[config.mk]
export PLATFORM = sky130hd
export DESIGN_NAME = bitty_core
export DESIGN_NICKNAME = d
export VERILOG_FILES = /design/src/rtl/bitty_core.sv
export SDC_FILE = /design/constraint.sdc
export NUM_CORES = 1
export LEC_CHECK = 0
export BUFFER_PORTS_ARGS = -buffer_cell sky130_fd_sc_hd__clkbuf_2
export CORE_ASPECT_RATIO = 1.75
export CORE_MARGIN = 5
export CORE_UTILIZATION = 45
export CTS_BUF_LIST = sky130_fd_sc_hd__clkbuf_8
export DETAILED_ROUTE_END_ITERATION = 7
export PLACE_DENSITY = 0.65
export SLEW_MARGIN = 20
export SYNTH_ARGS = -nofsm -noshare
export SYNTH_HDL_FRONTEND = slang
export SYNTH_SLANG_ARGS = --single-unit
[constraint.sdc]
create_clock -name clk -period 8.2 [get_ports clk]
set_input_delay 0.41 -clock clk [delete_from_list [all_inputs] [get_ports clk]]
set_output_delay 0.41 -clock clk [all_outputs]
set_load 0.03 [all_outputs]
[src/rtl/bitty_core.sv]
// bitty_core -- tiny multi-cycle accumulator-style processor core.
//
// One instruction at a time walks IDLE -> LOAD -> EXEC -> WB -> IDLE.
//   IDLE : waits for run, latches the instruction word.
//   LOAD : S <= R[Rx].
//   EXEC : C <= ALU(S, B), carry flag updated by the ALU op.
//   WB   : done high for this cycle; R[Rx] <= C on the exiting edge.
// Illegal formats (fmt 1x) still walk every state but change nothing.
//
// Ports:
//   clk        single clock, rising edge
//   reset      synchronous, active-high reset
//   run        start request, only looked at in IDLE
//   d_instr    16-bit instruction word, captured on the accepting edge
//   dbg_sel    register index for the debug read port
//   done       one-cycle pulse while in WB
//   busy       high whenever the core is not in IDLE
//   d_out      result register C
//   carry_out  carry flag
//   dbg_out    combinational read of R[dbg_sel]
module bitty_core #(
  parameter int DATA_W = 16,
  parameter int NREGS  = 8
) (
  input  logic              clk,
  input  logic              reset,
  input  logic              run,
  input  logic [15:0]       d_instr,
  input  logic [2:0]        dbg_sel,
  output logic              done,
  output logic              busy,
  output logic [DATA_W-1:0] d_out,
  output logic              carry_out,
  output logic [DATA_W-1:0] dbg_out
);

  localparam int SH_W = $clog2(DATA_W);

  typedef enum logic [1:0] {
    ST_IDLE = 2'b00,
    ST_LOAD = 2'b01,
    ST_EXEC = 2'b10,
    ST_WB   = 2'b11
  } state_t;

  state_t            state_r;
  state_t            state_s;
  logic [15:0]       ir_r;
  logic [DATA_W-1:0] s_r;
  logic [DATA_W-1:0] c_r;
  logic              carry_r;
  logic [DATA_W-1:0] regs_r [NREGS];

  logic [2:0]        rx_s;
  logic [2:0]        ry_s;
  logic [7:0]        imm8_s;
  logic [2:0]        op_s;
  logic [1:0]        fmt_s;
  logic              legal_s;
  logic [DATA_W-1:0] b_s;
  logic [DATA_W:0]   sum_s;
  logic [DATA_W-1:0] alu_res_s;
  logic              alu_carry_s;

  // Instruction field decode from the latched instruction word.
  assign rx_s    = ir_r[15:13];
  assign ry_s    = ir_r[12:10];
  assign imm8_s  = ir_r[12:5];
  assign op_s    = ir_r[4:2];
  assign fmt_s   = ir_r[1:0];
  assign legal_s = ~fmt_s[1];

  // Second operand: register (fmt 00) or zero-extended immediate.
  // B is read during EXEC, before any write-back of this instruction,
  // so Rx==Ry sees the pre-instruction value on both operands.
  always_comb begin
    b_s = '0;
    if (fmt_s == 2'b00) begin
      b_s = regs_r[ry_s];
    end else begin
      b_s[7:0] = imm8_s;
    end
  end

  // One extra bit on the sum captures the ADD carry-out.
  assign sum_s = {1'b0, s_r} + {1'b0, b_s};

  // ALU: result and carry for each op; CMP leaves the carry alone.
  always_comb begin
    alu_res_s   = '0;
    alu_carry_s = 1'b0;
    case (op_s)
      3'b000: begin
        alu_res_s   = sum_s[DATA_W-1:0];
        alu_carry_s = sum_s[DATA_W];
      end
      3'b001: begin
        alu_res_s   = s_r - b_s;
        alu_carry_s = (s_r < b_s);
      end
      3'b010: alu_res_s = s_r & b_s;
      3'b011: alu_res_s = s_r | b_s;
      3'b100: alu_res_s = s_r ^ b_s;
      3'b101: alu_res_s = s_r << b_s[SH_W-1:0];
      3'b110: alu_res_s = s_r >> b_s[SH_W-1:0];
      3'b111: begin
        alu_carry_s = carry_r;
        if (s_r == b_s) begin
          alu_res_s = '0;
        end else if (s_r > b_s) begin
          alu_res_s = {{(DATA_W-1){1'b0}}, 1'b1};
        end else begin
          alu_res_s = {{(DATA_W-2){1'b0}}, 2'b10};
        end
      end
      default: begin
        alu_res_s   = '0;
        alu_carry_s = carry_r;
      end
    endcase
  end

  // Next-state logic: only IDLE waits on run, the rest advance every cycle.
  always_comb begin
    state_s = state_r;
    case (state_r)
      ST_IDLE: begin
        if (run) begin
          state_s = ST_LOAD;
        end else begin
          state_s = ST_IDLE;
        end
      end
      ST_LOAD: state_s = ST_EXEC;
      ST_EXEC: state_s = ST_WB;
      ST_WB:   state_s = ST_IDLE;
      default: state_s = ST_IDLE;
    endcase
  end

  // State register.
  always_ff @(posedge clk) begin
    if (reset) begin
      state_r <= ST_IDLE;
    end else begin
      state_r <= state_s;
    end
  end

  // Instruction register: captured only on the edge that accepts run.
  always_ff @(posedge clk) begin
    if (reset) begin
      ir_r <= 16'h0000;
    end else if ((state_r == ST_IDLE) && run) begin
      ir_r <= d_instr;
    end
  end

  // Datapath registers: S loaded in LOAD, C and carry updated in EXEC.
  always_ff @(posedge clk) begin
    if (reset) begin
      s_r     <= '0;
      c_r     <= '0;
      carry_r <= 1'b0;
    end else begin
      if (state_r == ST_LOAD) begin
        s_r <= regs_r[rx_s];
      end
      if ((state_r == ST_EXEC) && legal_s) begin
        c_r     <= alu_res_s;
        carry_r <= alu_carry_s;
      end
    end
  end

  // Register file: written from C as WB is left, legal formats only.
  always_ff @(posedge clk) begin
    if (reset) begin
      for (int i = 0; i < NREGS; i++) begin
        regs_r[i] <= '0;
      end
    end else if ((state_r == ST_WB) && legal_s) begin
      regs_r[rx_s] <= c_r;
    end
  end

  // Outputs come straight from registers (state, C, carry, register file).
  assign done      = (state_r == ST_WB);
  assign busy      = (state_r != ST_IDLE);
  assign d_out     = c_r;
  assign carry_out = carry_r;
  assign dbg_out   = regs_r[dbg_sel];

endmodule

==> results of run 1 <==
-- worst paths after layout --
kind                             endpoint  cells after the start  startpoint
worst max-delay path            d_out[15]                     14    register
worst min-delay path              ir_r[5]                      3  d_instr[5]
worst max register to register  d_out[15]                     14    register
worst min register to register    ir_r[8]                      2     ir_r[8]
-- cell usage after synthesis, types with 3 or more instances --
master / count / area, µm²
and2_1: 130 / 813
edfxtp_1: 128 / 3840
mux4_2: 93 / 2090
mux2i_1: 86 / 861
nand2_1: 86 / 323
nor2_1: 84 / 315
a21oi_1: 70 / 350
ha_1: 56 / 701
dfxtp_1: 54 / 1080
clkbuf_1: 53 / 199
inv_1: 52 / 195
o21ai_0: 41 / 205
a211oi_1: 29 / 218
mux2_2: 29 / 327
nor3_1: 22 / 110
xnor2_1: 17 / 149
buf_1: 13 / 48.8
nand3_1: 10 / 50.1
o221ai_1: 10 / 87.6
a21o_1: 9 / 67.6
a221oi_1: 8 / 70.1
a22oi_1: 8 / 60.1
buf_6: 8 / 90.1
nor2b_1: 8 / 50.1
o21bai_1: 8 / 60.1
buf_2: 7 / 35.0
nand2b_1: 7 / 43.8
o211ai_1: 6 / 45.0
o22ai_1: 6 / 37.5
o31ai_1: 6 / 45.0
a311oi_1: 5 / 43.8
a31oi_1: 5 / 31.3
nor4_1: 5 / 31.3
or3_1: 5 / 31.3
a2111oi_0: 3 / 26.3
a32oi_1: 3 / 26.3
buf_4: 3 / 22.5
o211a_1: 3 / 30.0
or2_2: 3 / 18.8
-- sequential cells by signal, indices dropped and copies added, names as in the netlist, named ones only --
name,flops
regs_r,128
d_out,16
ir_r,16
s_r,16
state_r,2
carry_out,1
-- per-layer routing --
metal | global-route usage, % | vias up | routed length (µm)
li1 | - | 4652 | -
met1 | 27.9 | 5281 | 15100
met2 | 50.0 | 459 | 24100
met3 | 3.45 | 169 | 2240
met4 | 17.8 | 0 | 3380
met5 | 0 | - | 0
-- layout make-up --
cell class | count | area, µm² | area share, %
diodes | 1 | 2.50 | 0.0174
multi-input cells | 906 | 7830 | 54.4
clock inverters | 15 | 176 | 1.23
inverters | 57 | 220 | 1.53
well taps | 382 | 478 | 3.32
flip-flops and latches | 182 | 4930 | 34.3
repair buffers | 88 | 520 | 3.62
clock buffers | 17 | 234 | 1.63
-- tightest hold or removal path, delay by kind of cell --
family / cells / cell delay (ns)
compound gates: 1 / 0.05
buf+inv: 1 / 0.08
simple gates: 1 / 0.04
-- where the power goes --
part	switching [mW]	leakage, nW	total [mW]	internal, mW
clock network	0.352	0.199	0.655	0.303
logic	0.574	3.45	0.914	0.339
registers	0.0823	1.76	1.11	1.03
total	1.01	5.41	2.68	1.67
-- logic make-up (layout without fill, tap and decap cells) --
family | count (synthesis) | after routing | share of synthesized area [%]
and+or+nand+nor | 376 | 376 | 14.3
buffers and inverters | 142 | 177 | 4.76
AOI/OAI and AO/OA | 245 | 245 | 12.5
adders and majority gates | 58 | 58 | 5.55
other | 0 | 1 | 0
muxes | 209 | 209 | 24.8
DFF | 182 | 182 | 36.9
xor gates and xnor gates | 18 | 18 | 1.18
==> impl_metrics.py, run 1 <==
metrics = {
    "clocking": {
        "clkLatencyLatePin_ns": 0.50,
        "clock_sinks": 182,
        "htree_levels": 4,
        "cts_hold_buf": 0,
        "cts-root-buf": "clkbuf_8",
        "cts_buffer_depth": 2,
        "cts_setup_buffers": 0,
        "clkTransAtPathRegs_ns": 0.10,
        "cts_resized": 0,
        "numCtsBuffers": 17,
        "cts_tree": "done",
    },
    "sta": {
        "worstMarginPinSlew_ns": 1.03,
        "maxSlewViolCount": 0,
        "slew_headroom_pct": 31.4,
        "finClkSkew_ns": 0.00905,
        "finalHoldViolations": 0,
        "finalSetupViolCount": 0,
        "finalSetupTns_ns": 0,
        "fmax_mhz": 190,
        "period_share_pct": 64.2,
        "setup_ws_ns": 2.93,
        "min_period_ns": 5.27,
        "rsz0062_at_grt": "no",
        "fin_hold_ws_ns": 0.119,
    },
    "critical_path": {
        "rrSetupSlack_ns": 2.93,
        "worstPathCellList": "buf_4 > mux2i_1 > mux4_2 > o21a_1 > buf_4 > ha_1 > nor2_1 > o311a_1 > o41ai_1 > a2111oi_0 > o31ai_1 > o2bb2ai_1 > a2111oi_0 > a311oi_1",
        "slowest_delay_ns": 0.82,
        "required_ns": 8.57,
        "cpMaxStageDelayCell": "o41ai_1",
        "crit_fanout": 38,
        "endpoint_kind": "register",
        "crit_type": "reg -> reg",
        "critical-path-top-delay-family": "compound AO/OA/AOI/OAI gates",
        "path_buf_inv": 2,
        "startpoint_type": "register",
        "cp.arrival_ns": 5.64,
    },
    "layout": {
        "drive_gt1_share_pct": 21.5,
        "final_cell_mix": "and2_1 (130), edfxtp_1 (128), mux4_2 (93)",
        "final_common_cell": "and2_1",
        "final_cell_area_mm2": 0.0144,
        "finish.utilization_pct": 49.1,
        "syn_to_final_growth_pct": 7.77,
        "n_fill_cell": 2723,
        "nNetsFinal": 1332,
        "final_cells": 1648,
    },
    "yosys": {
        "synth_fp_nets": 1310,
        "synth_edf_count": 128,
        "async_reset_ff_share_pct": 0,
        "syn_area_per_cell_um2": 10.9,
        "synth-seq-cells": 182,
        "netlist_area_mm2": 0.0133,
        "syn_inst": 1230,
        "synth_cell_types": 77,
        "ys_seq_area_share_pct": 36.9,
        "synth_flop_cell": "edfxtp_1",
        "yosysWarningCount": 0,
    },
    "detailed_routing": {
        "routedWlPerCell_um": 27.2,
        "wl_um": 44800,
        "via_count": 10600,
        "dr.pass1.iters": 6,
        "antenna_left": 0,
        "drt-initial-drc-count": 940,
        "viasPerCell": 6.41,
        "drc_errors": 0,
    },
    "floorplan": {
        "die_h_um": 238,
        "rows": 83,
        "die_area_mm2": 0.0333,
        "io_pins": 57,
        "initial_core_util_pct": 45.6,
        "die_w_um": 140,
        "core_area_mm2": 0.0293,
    },
    "place": {
        "placedCellCount": 1615,
        "dpl_cell_area_mm2": 0.0140,
        "portBuffers": 56,
        "place_congestion": 1.01,
        "place_ws_ns": 3.02,
        "dp_hpwl_um": 32700,
    },
    "global_route": {
        "overflow": 0,
        "antenna_found_initial": 1,
        "grt_usage_pct": 26.9,
        "grt_pass1_vias": 10900,
        "grt_max_degree": 47,
        "grt_pass1_wl_um": 67100,
    },
    "run_status": {
        "status": "completed",
    },
    "run": {
        "maxCapViolCount": 0,
    },
    "pwr": {
        "power_mw": 2.68,
        "irDropWorstVdd_uv": 174,
        "p_leak_nw": 5.41,
        "power_density_mw_per_mm2": 186,
    },
    "min_path": {
        "hold_class": "in -> reg",
    },
}
Note: power is estimated with default switching activity, not from simulation.
==> inputs of run 2 (changes only) <==
==> constraint.sdc (replaced) <==
create_clock -name clk -period 5.1 [get_ports clk]
set_input_delay 0.255 -clock clk [delete_from_list [all_inputs] [get_ports clk]]
set_output_delay 0.255 -clock clk [all_outputs]
set_load 0.03 [all_outputs]
==> run 2 against run 1 <==
Against the previous run:
- worst hold slack lost 0.096 ns
- non-clock buffer count grew 20
- via count grew 0.81%
- critical endpoint unchanged
- power grew 60%
- global-route usage grew 0.44 points
- wire length grew 2.1%
- sequential power grew 62%
- clock skew grew 0.012 ns
- flip-flop and latch count is the same
- critical path type unchanged
==> impl_metrics.py, run 2 (synthesis gave the netlist of run 1 again) <==
metrics = {
    "place": {
        "place_congestion": 1.02,
        "dp_hpwl_um": 33400,
        "dpl_cell_area_mm2": 0.0140,
        "placedCellCount": 1623,
        "place_ws_ns": 0.443,
        "portBuffers": 56,
    },
    "floorplan": {
        "die_w_um": 140,
        "die_h_um": 238,
        "io_pins": 57,
        "initial_core_util_pct": 45.6,
        "die_area_mm2": 0.0333,
        "rows": 83,
        "core_area_mm2": 0.0293,
    },
    "detailed_routing": {
        "wl_um": 45700,
        "dr.pass1.iters": 6,
        "drt-initial-drc-count": 1010,
        "via_count": 10600,
        "routedWlPerCell_um": 27.4,
        "antenna_left": 0,
        "viasPerCell": 6.38,
        "drc_errors": 0,
    },
    "critical_path": {
        "cp.arrival_ns": 5.08,
        "reg2regPathDepth": 14,
        "required_ns": 5.47,
        "slowest_delay_ns": 0.84,
        "cpMaxStageDelayCell": "a2111oi_0",
        "reg2reg_to": "d_out[15]",
        "endpoint_kind": "register",
        "worstPathCellList": "buf_4 > mux4_2 > mux2i_1 > a21o_1 > ha_1 > nor2_1 > o311a_1 > o41ai_1 > buf_4 > a2111oi_0 > nor3_1 > o2bb2ai_1 > a2111oi_0 > a311oi_1",
        "crit_type": "reg -> reg",
        "startpoint_type": "register",
        "crit_fanout": 18,
        "rrSetupSlack_ns": 0.38,
    },
    "sta": {
        "setup_ws_ns": 0.381,
        "period_share_pct": 92.5,
        "slew_headroom_pct": 29.6,
        "finalSetupViolCount": 0,
        "finClkSkew_ns": 0.0213,
        "min_period_ns": 4.72,
        "worstMarginPinSlew_ns": 1.06,
        "fmax_mhz": 212,
        "finalHoldViolations": 0,
        "maxSlewViolCount": 0,
        "rsz0062_at_grt": "no",
        "finalSetupTns_ns": 0,
    },
    "layout": {
        "final_cells": 1668,
        "final_cell_area_mm2": 0.0146,
        "final_common_cell": "and2_1",
        "top_register": "regs_r",
        "final_cell_mix": "and2_1 (130), edfxtp_1 (128), mux4_2 (93)",
        "largest_reg_flops": 128,
        "multi_input_comb_area_mm2": 0.00783,
        "register_area_mm2": 0.00493,
        "n_fill_cell": 2739,
        "nNetsFinal": 1352,
        "drive_gt1_share_pct": 22.0,
        "syn_to_final_growth_pct": 9.01,
    },
    "min_path": {
        "worstHoldStart": "d_instr[0]",
        "whs_endpoint": "ir_r[0]",
        "hold_class": "in -> reg",
        "hold_depth": 3,
    },
    "pwr": {
        "irDropWorstVdd_uv": 214,
        "power_mw": 4.29,
        "p_leak_nw": 5.49,
        "power_density_mw_per_mm2": 295,
    },
    "clocking": {
        "clock_sinks": 182,
        "cts-root-buf": "clkbuf_8",
        "cts_tree": "done",
        "cts_buffer_depth": 2,
        "numCtsBuffers": 17,
        "clkLatencyLatePin_ns": 0.49,
        "cts_resized": 0,
        "clkTransAtPathRegs_ns": 0.11,
        "htree_levels": 4,
    },
    "global_route": {
        "grt_usage_pct": 27.3,
        "grt_pass1_wl_um": 68500,
        "overflow": 0,
        "antenna_found_initial": 1,
        "grt_pass1_vias": 11000,
        "grt_max_degree": 46,
    },
    "run_status": {
        "status": "completed",
    },
    "run": {
        "maxCapViolCount": 0,
    },
}
-- run 2: cell count changes in the layout (fill, tap and decap cells not counted), moves of 2 or more --
cell and delta:
dlygate4sd3_1 +12, clkinv_4 +2, clkinvlp_4 -2, nor2_2 +2, inv_6 +2, nor2_1 -2
buf_4 +7, bufinv_16 -2
-- run 2: power breakdown --
group | switching (mW) | leakage [nW] | internal, mW
Combinational | 0.930 | 3.54 | 0.570
Clock | 0.590 | 0.187 | 0.399
Sequential | 0.142 | 1.76 | 1.66
Total | 1.66 | 5.49 | 2.62
-- run 2: cell type report --
cell class | count | area share [%]
diodes | 1 | 0.0172
clock buffers | 17 | 1.61
clock inverters | 15 | 0.998
inverters | 57 | 1.51
multi-input cells | 906 | 53.8
flip-flops and latches | 182 | 33.9
well taps | 382 | 3.28
repair buffers | 108 | 4.90
-- run 2: stage by stage --
step / hold WS, ns / util [%]
global route: 0.00504 / 49.7
floorplan: 0.391 / -
detailed placement: 0.464 / 48.0
finish: 0.0227 / 49.7
global placement: 0.452 / 48.0
CTS: 0.000343 / 49.7
-- run 2: worst max-delay path, delay by kind of cell (launching register included) --
family,cells,cell delay (ns)
AOI/OAI and AO/OA,7,2.20
adders and majority gates,1,0.36
buffers and inverters,2,0.55
DFF,1,0.62
muxes,2,0.48
and+or+nand+nor,2,0.37
-- run 2: what timing repair did --
item | 4_1_cts | 5_1_grt
setup buffers | 0 | 0
hold endpoints to repair | 12 | 0
setup endpoints to repair | 0 | 0
hold buffers | 12 | 0
-- run 2: how the worst max path moves through the flow --
stage	from	endpoint	slack (ns)
detailed placement	register	d_out[15]	0.44
global route	register	d_out[15]	0.07
CTS	register	d_out[15]	0.41
global placement	register	d_out[15]	0.55
finish	register	d_out[15]	0.38
floorplan	register	d_out[12]	1.01
-- run 2: metal layers --
metal	routed length, µm	vias to the layer above	GRT usage [%]
met5	0	-	0
met4	3580	0	18.8
met3	2240	181	3.95
met2	24300	517	49.6
met1	15700	5254	28.8
li1	-	4695	-
==> inputs of run 3 (changes only) <==
--- a/config.mk
+++ b/config.mk
@@ -11,6 +11,7 @@
 export CORE_UTILIZATION = 45
 export CTS_BUF_LIST = sky130_fd_sc_hd__clkbuf_8
 export DETAILED_ROUTE_END_ITERATION = 7
+export MAX_ROUTING_LAYER = met4
 export PLACE_DENSITY = 0.65
 export SLEW_MARGIN = 20
 export SYNTH_ARGS = -nofsm -noshare
==> run 3 against run 2 <==
Against the previous run:
- utilization increased by 0.21 points
- combinational power hardly changed
- critical path depth stayed put
- largest cell class unchanged
- critical path type unchanged
- die area stayed put
==> impl_metrics.py, run 3 (synthesis gave the netlist of run 1 again) <==
metrics = {
    "layout": {
        "n_fill_cell": 2670,
        "drive_gt1_share_pct": 21.9,
        "top_register": "regs_r",
        "final_cell_mix": "and2_1 (130), edfxtp_1 (128), mux4_2 (93)",
        "syn_to_final_growth_pct": 9.46,
        "final_cells": 1669,
        "largest_reg_flops": 128,
        "nNetsFinal": 1353,
        "final_common_cell": "and2_1",
    },
    "place": {
        "placedCellCount": 1620,
        "place_congestion": 1.05,
        "place_ws_ns": 0.536,
        "portBuffers": 56,
        "dp_hpwl_um": 32700,
    },
    "critical_path": {
        "startpoint_type": "register",
        "worstPathCellList": "buf_4 > mux4_2 > mux2i_1 > a21o_1 > ha_1 > nor2_1 > o311a_1 > o41ai_1 > buf_4 > a2111oi_0 > nor3_1 > o2bb2ai_1 > a2111oi_0 > a311oi_1",
        "crit_type": "reg -> reg",
        "required_ns": 5.46,
        "cpMaxStageDelayCell": "a2111oi_0",
        "cp.arrival_ns": 5.13,
        "slowest_delay_ns": 0.77,
        "path_buf_inv": 2,
        "crit_fanout": 24,
        "endpoint_kind": "register",
        "critical-path-top-delay-family": "compound AO/OA/AOI/OAI gates",
    },
    "pwr": {
        "power_frac_comb_pct": 34.5,
        "p_sw_mw": 1.63,
        "p_leak_nw": 5.52,
        "irDropWorstVdd_uv": 278,
        "p_seq_share_pct": 41.2,
        "p_clk_share_pct": 24.3,
        "power_density_mw_per_mm2": 298,
        "intPower_mw": 2.72,
        "p_sw_share_pct": 37.4,
    },
    "detailed_routing": {
        "wl_um": 45000,
        "wl_met2_um": 24100,
        "viasPerCell": 6.36,
        "drt-initial-drc-count": 1018,
        "drc_errors": 0,
        "wl_met3_um": 2050,
        "antenna_left": 0,
        "wirelength_met1_um": 15200,
        "dr.pass1.iters": 5,
        "top_layer": "met4",
        "routedWlPerCell_um": 27.0,
        "via_count": 10600,
    },
    "clocking": {
        "cts_buffer_depth": 2,
        "clkLatencyLatePin_ns": 0.50,
        "cts_setup_buffers": 0,
        "cts_tree": "done",
        "cts-root-buf": "clkbuf_8",
        "numCtsBuffers": 17,
        "htree_levels": 4,
        "clkTransAtPathRegs_ns": 0.10,
        "clock_sinks": 182,
    },
    "floorplan": {
        "io_pins": 57,
        "core_area_mm2": 0.0293,
        "rows": 83,
        "die_h_um": 238,
        "initial_core_util_pct": 45.6,
        "die_w_um": 140,
        "die_area_mm2": 0.0333,
    },
    "sta": {
        "min_period_ns": 4.77,
        "setup_ws_ns": 0.335,
        "maxSlewViolCount": 0,
        "finClkSkew_ns": 0.0169,
        "worstMarginPinSlew_ns": 1.07,
        "finalSetupTns_ns": 0,
        "slew_headroom_pct": 28.5,
        "fmax_mhz": 210,
        "finalSetupViolCount": 0,
        "period_share_pct": 93.4,
        "finalHoldViolations": 0,
        "rsz0062_at_grt": "no",
    },
    "global_route": {
        "grt_usage_pct": 27.4,
        "antenna_found_initial": 1,
        "grt_pass1_wl_um": 66300,
        "grt_pass1_vias": 10900,
        "overflow": 0,
        "grt_max_degree": 52,
    },
    "run": {
        "maxCapViolCount": 0,
    },
    "min_path": {
        "hold_class": "in -> reg",
    },
    "run_status": {
        "status": "completed",
    },
}
run 3: final cells by class:
type	count	area, µm²	share of cell area, %
Sequential cell	182	4930	33.7
Inverter	57	220	1.51
Antenna cell	1	2.50	0.0171
Clock buffer	19	262	1.79
Timing Repair Buffer	109	731	5.00
Tap cell	382	478	3.27
Clock inverter	13	158	1.08
Multi-Input combinational cell	906	7830	53.6
run 3: power by group through the flow:
stage          logic (mW)  clock network, mW  registers [mW]
2_1_floorplan        1.04                  0            1.78
3_3_place_gp         1.46                  0            1.81
3_5_place_dp         1.46                  0            1.82
4_1_cts              1.48               1.08            1.78
5_1_grt              1.60               1.13            1.80
6_report             1.50               1.06            1.79
run 3: final timing paths:
path	from	to	slack, ns	cells past startpoint
min	d_instr[12]	register	0.06	3
max	register	d_out[15]	0.33	14
min reg2reg	ir_r[9]	ir_r[9]	0.47	2
max reg2reg	register	d_out[15]	0.33	14
run 3: timing repair:
item                                   4_1_cts  5_1_grt
resized for setup                            0        0
hold buffers                                16        0
endpoints found under the hold margin       18        0
run 3: per-layer routing:
| metal | global-route usage (%) | vias to the layer above |
|---|---|---|
| li1 | - | 4692 |
| met1 | 27.4 | 5250 |
| met2 | 49.4 | 502 |
| met3 | 2.59 | 170 |
| met4 | 19.6 | 0 |
| met5 | - | - |
run 3: worst min-delay path, delay by kind of cell:
family                 cells  cell delay [ns]
AND/OR/NAND/NOR            1             0.06
buffers and inverters      1             0.08
AO/OA/AOI/OAI              1             0.10
run 3: per-stage QoR:
| stage | area (µm²) | util (%) | total power [mW] | hold WS, ns |
|---|---|---|---|---|
| global placement | 14000 | 47.9 | 3.28 | 0.450 |
| finish | 14600 | 49.9 | 4.35 | 0.0603 |
| CTS | 14600 | 49.9 | 4.34 | 0.0197 |
| detailed placement | 14000 | 47.9 | 3.28 | 0.454 |
| global route | 14600 | 49.9 | 4.52 | 0.0509 |
| floorplan | 13300 | - | 2.82 | 0.391 |
